--- src/rtl/apb_uart_regif.sv ---
// APB3 register front-end for the UART core.
// Holds UART config locally and handshakes TX/RX words with wait states.
module apb_uart_regif #(
    parameter int                    DATA_WIDTH = 32,
    parameter int                    ADDR_WIDTH = 32,
    parameter logic [ADDR_WIDTH-1:0] BASE_ADDR  = '0,
    parameter int                    TIMEOUT    = 16,
    parameter logic [15:0]           BAUD_RST   = 16'd27
) (
    input  logic                  PCLK,
    input  logic                  PRESET,
    input  logic                  PSELx,
    input  logic                  PENABLE,
    input  logic                  PWRITE,
    input  logic [ADDR_WIDTH-1:0] PADDR,
    input  logic [DATA_WIDTH-1:0] PWDATA,
    output logic [DATA_WIDTH-1:0] PRDATA,
    output logic                  PREADY,
    output logic                  PSLVERR,
    output logic                  tx_valid,
    output logic [DATA_WIDTH-1:0] tx_data,
    input  logic                  tx_ready,
    output logic                  rx_req,
    input  logic                  rx_valid,
    input  logic [DATA_WIDTH-1:0] rx_data,
    input  logic                  rx_avail,
    input  logic                  uart_error,
    output logic [15:0]           baud_div,
    output logic [1:0]            frame_cfg,
    output logic [1:0]            parity_cfg,
    output logic                  stop_cfg
);

    localparam int CW = $clog2(TIMEOUT + 1);

    typedef enum logic [1:0] {
        IDLE,
        TX_WAIT,
        RX_WAIT,
        RESP
    } state_t;

    state_t                state, state_n;
    logic [CW-1:0]         cnt;
    logic                  sticky;
    logic [4:0]            off;
    logic                  access;
    logic                  base_ok;
    logic                  dec_err;
    logic                  tx_hit;
    logic                  rx_hit;
    logic                  timed_out;
    logic [DATA_WIDTH-1:0] rd_val;
    logic                  ld_resp;
    logic                  resp_err;
    logic [DATA_WIDTH-1:0] resp_data;
    logic                  start_tx;
    logic                  wr_cfg;
    logic                  clr_sticky;

    assign off       = PADDR[4:0];
    assign access    = PSELx & PENABLE;
    assign base_ok   = PADDR[ADDR_WIDTH-1:5] == BASE_ADDR[ADDR_WIDTH-1:5];
    assign timed_out = cnt == CW'(TIMEOUT - 1);

    always_comb begin
        dec_err = !base_ok
                | (off[1:0] != 2'd0)
                | (off > 5'h18)
                | (PWRITE & ((off == 5'h04) | (off == 5'h18)))
                | (!PWRITE & (off == 5'h00));
        tx_hit  = !dec_err & PWRITE & (off == 5'h00);
        rx_hit  = !dec_err & !PWRITE & (off == 5'h04);
    end

    always_comb begin
        rd_val = '0;
        case (off)
            5'h08:   rd_val[15:0] = baud_div;
            5'h0C:   rd_val[1:0]  = frame_cfg;
            5'h10:   rd_val[1:0]  = parity_cfg;
            5'h14:   rd_val[0]    = stop_cfg;
            5'h18:   rd_val[2:0]  = {sticky, rx_avail, state == TX_WAIT};
            default: rd_val       = '0;
        endcase
    end

    always_comb begin
        state_n    = state;
        ld_resp    = 1'b0;
        resp_err   = 1'b0;
        resp_data  = '0;
        start_tx   = 1'b0;
        wr_cfg     = 1'b0;
        clr_sticky = 1'b0;
        unique case (state)
            IDLE: begin
                if (access) begin
                    unique case (1'b1)
                        dec_err: begin
                            state_n  = RESP;
                            ld_resp  = 1'b1;
                            resp_err = 1'b1;
                        end
                        tx_hit: begin
                            state_n  = TX_WAIT;
                            start_tx = 1'b1;
                        end
                        rx_hit: begin
                            state_n = RX_WAIT;
                        end
                        default: begin
                            state_n    = RESP;
                            ld_resp    = 1'b1;
                            resp_data  = PWRITE ? '0 : rd_val;
                            wr_cfg     = PWRITE;
                            clr_sticky = !PWRITE & (off == 5'h18);
                        end
                    endcase
                end
            end
            TX_WAIT: begin
                // A dropped select abandons the transfer silently.
                if (!PSELx) begin
                    state_n = IDLE;
                end else if (tx_ready) begin
                    state_n = RESP;
                    ld_resp = 1'b1;
                end else if (timed_out) begin
                    state_n  = RESP;
                    ld_resp  = 1'b1;
                    resp_err = 1'b1;
                end
            end
            RX_WAIT: begin
                if (!PSELx) begin
                    state_n = IDLE;
                end else if (rx_valid) begin
                    state_n   = RESP;
                    ld_resp   = 1'b1;
                    resp_data = rx_data;
                    resp_err  = uart_error;
                end else if (timed_out) begin
                    state_n  = RESP;
                    ld_resp  = 1'b1;
                    resp_err = 1'b1;
                end
            end
            RESP: begin
                state_n = IDLE;
            end
        endcase
    end

    always_ff @(posedge PCLK or posedge PRESET) begin
        if (PRESET) begin
            state      <= IDLE;
            cnt        <= '0;
            PREADY     <= 1'b0;
            PSLVERR    <= 1'b0;
            PRDATA     <= '0;
            tx_valid   <= 1'b0;
            tx_data    <= '0;
            rx_req     <= 1'b0;
            sticky     <= 1'b0;
            baud_div   <= BAUD_RST;
            frame_cfg  <= 2'd3;
            parity_cfg <= 2'd0;
            stop_cfg   <= 1'b0;
        end else begin
            state    <= state_n;
            PREADY   <= ld_resp;
            PSLVERR  <= ld_resp & resp_err;
            PRDATA   <= ld_resp ? resp_data : '0;
            tx_valid <= state_n == TX_WAIT;
            rx_req   <= state_n == RX_WAIT;
            if ((state == TX_WAIT || state == RX_WAIT) && state_n == state)
                cnt <= cnt + CW'(1);
            else
                cnt <= '0;
            if (start_tx)
                tx_data <= PWDATA;
            if (ld_resp && resp_err)
                sticky <= 1'b1;
            else if (clr_sticky)
                sticky <= 1'b0;
            if (wr_cfg) begin
                case (off)
                    5'h08:   baud_div   <= PWDATA[15:0];
                    5'h0C:   frame_cfg  <= PWDATA[1:0];
                    5'h10:   parity_cfg <= PWDATA[1:0];
                    5'h14:   stop_cfg   <= PWDATA[0];
                    default: ;
                endcase
            end
        end
    end

endmodule

--- config.mk ---
export PLATFORM = sky130hd
export DESIGN_NAME = apb_uart_regif
export DESIGN_NICKNAME = d
export VERILOG_FILES = /design/src/rtl/apb_uart_regif.sv
export SDC_FILE = /design/constraint.sdc
export NUM_CORES = 1
export LEC_CHECK = 0
export CORE_MARGIN = 1.5
export CORE_UTILIZATION = 47
export CTS_BUF_LIST = sky130_fd_sc_hd__clkbuf_4 sky130_fd_sc_hd__clkbuf_8
export DETAILED_ROUTE_END_ITERATION = 8
export PLACE_DENSITY = 0.85
export SLEW_MARGIN = 20
export SYNTH_ARGS = -nofsm -noshare
export SYNTH_HDL_FRONTEND = slang
export SYNTH_SLANG_ARGS = --single-unit
--- constraint.sdc ---
create_clock -name PCLK -period 4.5 [get_ports PCLK]
set_input_delay 0.675 -clock PCLK [delete_from_list [all_inputs] [get_ports PCLK]]
set_output_delay 0.675 -clock PCLK [all_outputs]
set_load 0.1 [all_outputs]
==> results.rst, run 1 <==
.. list-table::
   :header-rows: 1

   * - Metric
     - Value
   * - Result of the run
     - completed
   * - Fin crit share
     - 0.621
   * - Final Slew Violations
     - 0
   * - Total number of yosys warnings
     - 0
   * - Minimum period implied by the final worst setup slack
     - ~2800 ps
   * - Met3 WL post-DR
     - about 860 um
   * - CTS tree
     - yes
   * - Count of distinct cell types in the synthesized netlist
     - 51
   * - DR top layer
     - met4
   * - Path class of the lowest-slack min-delay path
     - reg -> reg
   * - Count of input and output buffers
     - 193
   * - Count of routing violations after the opening detailed-route iteration
     - 136
   * - GR Util All Layers
     - 0.235
   * - Highest ir drop seen on vdd
     - 0.203 mV
   * - Post-synthesis cell type with the largest combined area
     - dfrtp_1
   * - Clock tree skew after final layout
     - 8.15 ps
   * - Final wirelength
     - around 11000 um
   * - Post-synthesis area per instance
     - 13.5 um^2
   * - Net Count, Synth
     - between 400 and 500
   * - Global-route wire length before repair
     - between 15000 and 20000 um
   * - Crit path arrival time
     - around 3000 ps
   * - Height of the chip
     - approximately 100 um
   * - Post-cts gate resize count
     - 0
   * - Most frequent cells in the layout
     - clkdlybuf4s50_1 (193), dfrtp_1 (91), mux2_2 (44)
   * - Count of state elements after synthesis
     - 97
   * - Vias in the first global route
     - 3606
   * - Launching element type of the critical path
     - input port
   * - Clk Tree Root Cell
     - clkbuf_8
   * - Initial antenna violation count
     - 0
   * - Placer Congestion
     - 0.881
   * - WS Path Type
     - in -> reg
   * - Number of max-capacitance violations reported
     - 0
   * - Maximum fanout count along the critical path
     - 16
   * - DIE AREA
     - 0.00994 mm^2
   * - Row Count
     - 35
   * - Clock-pin transition on the worst setup and hold timing paths
     - 100 ps
   * - Most common cell after layout, fill and taps aside
     - clkdlybuf4s50_1
   * - Diode insertion count for antenna repair
     - 0
   * - Final HPWL DP
     - 8660 um
   * - Overall via count from detail_route
     - roughly 3500
   * - CTS Sinks
     - 97
   * - Number of buffers inserted to repair setup after CTS
     - 0
   * - Netlist area before placement
     - 0.00440 mm^2
   * - Final hold vios
     - 0
   * - Maximum number of pins on one net before global-route repair
     - 73
   * - CTS Hold Buffers Added
     - 0
   * - Final #Nets
     - 630
   * - Top post-synthesis cells by area
     - dfrtp_1 (52%), mux2_2 (11%), nor4_4 (3.9%), dfstp_2 (3.6%), mux2_4 (3.4%)
   * - Die Width
     - 99.7 um
   * - Area share of the largest cell type after synthesis
     - 0.518
   * - Buffer levels on the longest clock path
     - 2
   * - RSZ-0062 raised after global routing
     - false
   * - Count of flip-flops with a built-in enable after synthesis
     - 0
   * - DRC violations left
     - 0
   * - Final setup fails
     - 0
   * - Highest Clock Rate
     - 358 MHz
   * - P&R area growth vs syn
     - 50.7%
   * - IO Count
     - 194
   * - Length of routed wiring on met1
     - 4630 um
   * - Hold_ws
     - 487 ps
   * - Share of post-route cells with drive strength above 1
     - 0.182
   * - Reported leakage power
     - ~3 nW
   * - Data required, critical path
     - between 4000 and 5000 ps
   * - # H-tree levels
     - 3
   * - Number of detailed-route iterations in the first pass
     - 4
   * - Pwr Density
     - between 300 and 400 mW/mm^2
   * - Proportion of synthesized flip-flops having asynchronous set or reset
     - 1.00
   * - DR WL met2
     - ~5700 um
   * - Avg Vias per Cell
     - approximately 5.4
   * - Crit path capture type
     - flop
   * - GR Overflow Total
     - 0
   * - Number of buffers added by the clock tree synthesis step
     - 9
   * - Core box area
     - slightly above 0.009 mm^2
   * - Transition time at the pin with the least slew margin
     - 1080 ps
   * - Average wire per cell in the routed design
     - 18.0 um
   * - Initial standard-cell utilization of the core
     - 0.480
   * - Worst relative slew slack
     - 0.279
   * - Cell count after synthesis
     - 326
   * - Worst-Skew Late Latency
     - 360 ps
   * - Total negative slack for setup checks
     - 0 ps
   * - Portion of the post-synthesis area used by sequential elements
     - 0.554
   * - Main flop type after synthesis
     - dfrtp_1
   * - Detail Route Antenna Nets
     - 0
[where the power goes]
part | internal, mW | total (mW) | switching (mW)
Combinational | 0.204 | 0.588 | 0.384
Clock | 0.261 | 0.575 | 0.314
Sequential | 0.904 | 0.926 | 0.0222
[path summary, 6_finish.rpt]
path | start | to | slack (ps) | depth (start not counted)
min in group asynchronous | PRESET | PRDATA[10] | 840 | 2
worst max-delay path | PADDR[2] | PRDATA[11] | 1700 | 6
max in group asynchronous | PRESET | PRDATA[18] | 2770 | 3
worst max register to register | state[1] | baud_div[7] | 2060 | 6
worst min-delay path | cnt[0] | cnt[0] | 490 | 1
worst min register to register | cnt[0] | cnt[0] | 490 | 1
[area by class of cell]
class / count / area [um^2]
sequential: 97 / 2430
tap: 111 / 139
clock inverter: 6 / 78.8
multi-input combinational: 207 / 1860
timing repair buffer: 196 / 1950
fill: 602 / 2520
clock buffer: 9 / 124
inverter: 8 / 32.5
[state kept, by name (all words and copies together) (netlist names), 2 cells and up]
| name | flops |
|---|---|
| cnt | 5 |
| state | 2 |
| tx_data | 32 |
| PRDATA | 32 |
| baud_div | 16 |
| frame_cfg | 2 |
| parity_cfg | 2 |
[synth_stat cells, drive strengths merged (4+ instances only)]
cell / n
nand2: 9
a211oi: 5
and4: 6
nand4: 4
nor2: 6
dfstp: 6
dfrtp: 91
nor3: 20
buf: 7
nor4: 8
mux2: 55
a31oi: 4
ha: 6
clkbuf: 7
and3: 21
a22oi: 15
nand3: 10
inv: 8
[cells by family (layout without fill, tap and decap cells)]
group                    Yosys count  in the layout  share of synthesized area
AND/OR/NAND/NOR                  100            100                      0.176
flip-flops                        97             97                      0.554
multiplexers                      58             58                      0.156
AO/OA/AOI/OAI                     41             41                     0.0686
buffers and inverters             22            219                     0.0245
adder cells (fa/ha/maj)            6              6                     0.0171
XOR/XNOR                           2              2                    0.00398
[critical path, stage by stage]
cell	delay [ps]
clkdlybuf4s50_1	640
nor3_1	410
nand2_1	160
o31ai_1	400
and3_1	580
nor3_1	140
[metrics by stage]
stage / power (mW) / worst slack [ps] / std cells / util / cell area [um^2]
after floorplan: 1.31 / 1300 / 326 / - / 4400
after global placement: 1.50 / 1370 / 619 / 0.701 / 6410
after detailed placement: 1.52 / 1350 / 619 / 0.701 / 6410
after CTS: 2.09 / 1720 / 634 / 0.723 / 6620
after global routing: 2.19 / 1570 / 634 / 0.724 / 6630
final: 2.09 / 1700 / 634 / 0.724 / 6630
[routing by layer]
metal,up-vias,GRT usage
met2,154,0.393
met1,1670,0.290
li1,1610,-
met4,0,0.0823
met3,20,0.0710
met5,-,0
No activity file was read; power rests on OpenSTA's default activity.
==> inputs of run 2 (changes only) <==
--- a/config.mk
+++ b/config.mk
@@ -6,10 +6,10 @@
 export NUM_CORES = 1
 export LEC_CHECK = 0
 export CORE_MARGIN = 1.5
-export CORE_UTILIZATION = 47
+export CORE_UTILIZATION = 43
 export CTS_BUF_LIST = sky130_fd_sc_hd__clkbuf_4 sky130_fd_sc_hd__clkbuf_8
 export DETAILED_ROUTE_END_ITERATION = 8
-export PLACE_DENSITY = 0.85
+export PLACE_DENSITY = 0.79
 export SLEW_MARGIN = 20
 export SYNTH_ARGS = -nofsm -noshare
 export SYNTH_HDL_FRONTEND = slang
==> constraint.sdc (replaced) <==
create_clock -name PCLK -period 2.65 [get_ports PCLK]
set_input_delay 0.3975 -clock PCLK [delete_from_list [all_inputs] [get_ports PCLK]]
set_output_delay 0.3975 -clock PCLK [all_outputs]
set_load 0.1 [all_outputs]
==> run 2 against run 1 <==
- total power is 71% higher
- combinational power is 80% higher
- sequential power is 70% higher
- non-clock buffer count is 17 higher
- sequential cell count stayed put
- largest cell class unchanged
- die area is 9.0% higher
- clock-buffer cell count is 1 higher
- highest routed layer unchanged
- first-iteration DRC count is 26% higher
==> results.rst, run 2 (same netlist as run 1, synthesis figures left out) <==
.. list-table::
   :header-rows: 1

   * - Metric
     - Value
   * - Result of the run
     - completed (unchanged)
   * - GR Overflow Total
     - 0 (unchanged)
   * - RSZ-0062 raised after global routing
     - false (unchanged)
   * - Diode insertion count for antenna repair
     - 0 (unchanged)
   * - Total number of cells along the worst setup path
     - 7 (was 6)
   * - GR Util All Layers
     - 0.218 (was 0.235)
   * - Slowest stage cell on the critical path
     - dfrtp_1 (was clkdlybuf4s50_1)
   * - Crit path buf inv count
     - 2 (was 1)
   * - WS Path Type
     - reg -> reg (was in -> reg)
   * - Count of routing violations after the opening detailed-route iteration
     - 171 (was 136)
   * - Row Count
     - 36 (was 35)
   * - Number of standard cells in the layout, taps in and fillers out
     - 674 (was 634)
   * - Buffer levels on the longest clock path
     - 2 (unchanged)
   * - Worst-Skew Late Latency
     - 370 ps (was 360 ps)
   * - Initial standard-cell utilization of the core
     - 0.446 (was 0.480)
   * - # H-tree levels
     - 3 (unchanged)
   * - Clock-pin transition on the worst setup and hold timing paths
     - 100 ps (about the same)
   * - Maximum fanout count along the critical path
     - 12 (was 16)
   * - Number of buffers added by the clock tree synthesis step
     - 9 (unchanged)
   * - Overall via count from detail_route
     - 3469 (was 3454)
   * - # placed instances
     - 658 (was 619)
   * - Number of max-capacitance violations reported
     - 0 (unchanged)
   * - Fin crit share
     - 0.880
   * - DIE AREA
     - 0.0108 mm^2 (was 0.00994 mm^2)
   * - Clock tree skew after final layout
     - 13.5 ps (was 8.15 ps)
   * - Path class of the lowest-slack min-delay path
     - in -> async (was reg -> reg)
   * - Crit path capture type
     - flop (unchanged)
   * - Placer Congestion
     - 0.921 (was 0.881)
   * - Highest ir drop seen on vdd
     - 0.424 mV (was 0.203 mV)
   * - Most frequent cells in the layout
     - clkdlybuf4s50_1 (104), buf_4 (104), dfrtp_1 (91) (was clkdlybuf4s50_1 (193), dfrtp_1 (91), mux2_2 (44))
   * - Final cell utilization of the core
     - 0.670 (was 0.724)
   * - Final Slew Violations
     - 0 (unchanged)
   * - R2r worst-path depth
     - 7 (was 6)
   * - Worst relative slew slack
     - 0.512 (was 0.279)
   * - Final wirelength
     - 11500 um (was 11400 um)
   * - Die Width
     - 104 um (was 99.7 um)
   * - Initial antenna violation count
     - 0 (unchanged)
   * - Setup slack of the worst register-to-register path
     - 320 ps (was 2060 ps)
   * - Final hold vios
     - 0 (unchanged)
   * - P&R area growth vs syn
     - 50.3% (was 50.7%)
   * - Final HPWL DP
     - 8950 um (was 8660 um)
   * - Detail Route Antenna Nets
     - 0 (unchanged)
   * - Crit path arrival time
     - 2590 ps (was 3020 ps)
   * - Number of buffers inserted to repair setup after CTS
     - 0 (unchanged)
   * - IO Count
     - 194 (unchanged)
   * - CTS tree
     - yes (unchanged)
   * - Launching element type of the critical path
     - flop (was input port)
   * - Largest stage delay on the critical path
     - 470 ps (was 640 ps)
   * - Endpoint of the lowest-slack register-to-register path
     - cnt[4] (was baud_div[7])
   * - Reported leakage power
     - 3.24 nW (was 2.94 nW)
   * - Count of input and output buffers
     - 193 (unchanged)
   * - Transition time at the pin with the least slew margin
     - 730 ps (was 1080 ps)
   * - Average wire per cell in the routed design
     - 17.1 um (was 18.0 um)
   * - CTS Sinks
     - 97 (unchanged)
   * - Number of detailed-route iterations in the first pass
     - 5 (was 4)
   * - Data required, critical path
     - 2910 ps (was 4720 ps)
   * - CTS Hold Buffers Added
     - 0 (unchanged)
   * - Core box area
     - 0.00986 mm^2 (was 0.00915 mm^2)
   * - Vias in the first global route
     - 3673 (was 3606)
   * - Family with the most delay on the worst path
     - simple AND/OR/NAND/NOR gates (unchanged)
   * - Maximum number of pins on one net before global-route repair
     - 38 (was 73)
   * - Global-route wire length before repair
     - 18700 um (was 18200 um)
   * - Final #Nets
     - 647 (was 630)
   * - DRC violations left
     - 0 (unchanged)
   * - RR Startpoint
     - state[1] (unchanged)
   * - Highest Clock Rate
     - 429 MHz
   * - Top Registers
     - PRDATA (32), tx_data (32), baud_div (16) (unchanged)
   * - Share of post-route cells with drive strength above 1
     - 0.372 (was 0.182)
   * - Avg Vias per Cell
     - 5.15 (was 5.45)
   * - Height of the chip
     - 104 um (was 99.7 um)
   * - CP Cell Sequence
     - inv_1 -> ha_1 -> nand4_1 -> nor4_4 -> buf_4 -> o41ai_2 -> nor3_1 (was clkdlybuf4s50_1 -> nor3_1 -> nand2_1 -> o31ai_1 -> and3_1 -> nor3_1)
   * - Pwr Density
     - 540 mW/mm^2 (was 315 mW/mm^2)
   * - Minimum period implied by the final worst setup slack
     - around 2300 ps
   * - Final setup fails
     - 0 (unchanged)
   * - Clk Tree Root Cell
     - clkbuf_8 (unchanged)
[run 2: cell count changes in the layout (fill, tap and decap cells not counted), sizes merged]
cell / before / now
clkdlybuf4s50: 193 / 104
clkbuf: 9 / 10
buf: 3 / 109
bufinv: 1 / 0
clkinv: 2 / 1
inv: 9 / 12
clkinvlp: 2 / 1
[run 2: per-stage QoR]
stage          setup WS, ps  hold slack, ps  cell area, um^2  power (mW)  setup TNS [ps]
3_5_place_dp          -16.9             468             6410        2.64           -21.5
3_3_place_gp            111             458             6410        2.62               0
5_1_grt                 146             507             6610        3.75               0
2_1_floorplan           513             444             4400        2.23               0
4_1_cts                 209             480             6600        3.58               0
6_report                318             492             6610        3.57               0
[run 2: cell type report]
type | instances | area (um^2)
well taps | 133 | 166
clock buffers | 10 | 138
multi-input cells | 207 | 1860
fillers | 757 | 3250
flip-flops and latches | 97 | 2430
inverters | 8 | 33.8
repair buffers | 213 | 1920
clock inverters | 6 | 53.8
[run 2: worst register-to-register path, stage by stage (launching register included)]
cell,delay [ps]
dfrtp_1,470
inv_1,130
ha_1,330
nand4_1,260
nor4_4,370
buf_4,280
o41ai_2,150
nor3_1,240
[run 2: layer usage]
| metal | wire length [um] | track usage | part of all wire |
|---|---|---|---|
| met1 | 4620 | 0.266 | 0.40 |
| met2 | 5860 | 0.369 | 0.51 |
| met3 | 874 | 0.0702 | 0.076 |
| met4 | 180 | 0.0625 | 0.016 |
| met5 | 0 | 0 | 0 |
[run 2: how the worst max path moves through the flow]
stage	from	end	slack, ps
after global routing	state[1]	cnt[2]	150
after CTS	state[1]	cnt[2]	210
after detailed placement	PADDR[19]	cnt[2]	-20
after global placement	PADDR[19]	tx_data[21]	110
final	state[1]	cnt[4]	320
after floorplan	state[0]	baud_div[2]	510
[run 2: power breakdown]
part	total, mW	leakage, nW	switching (mW)	internal, mW
clock network	0.940	0.102	0.551	0.389
logic	1.06	1.82	0.663	0.392
registers	1.57	1.32	0.0390	1.54
[run 2: what timing repair did]
| item | in CTS | in global routing |
|---|---|---|
| endpoints found under the hold margin | 0 | 0 |
| endpoints found under the setup margin | 0 | 1 |
| gates resized for setup | 0 | 1 |
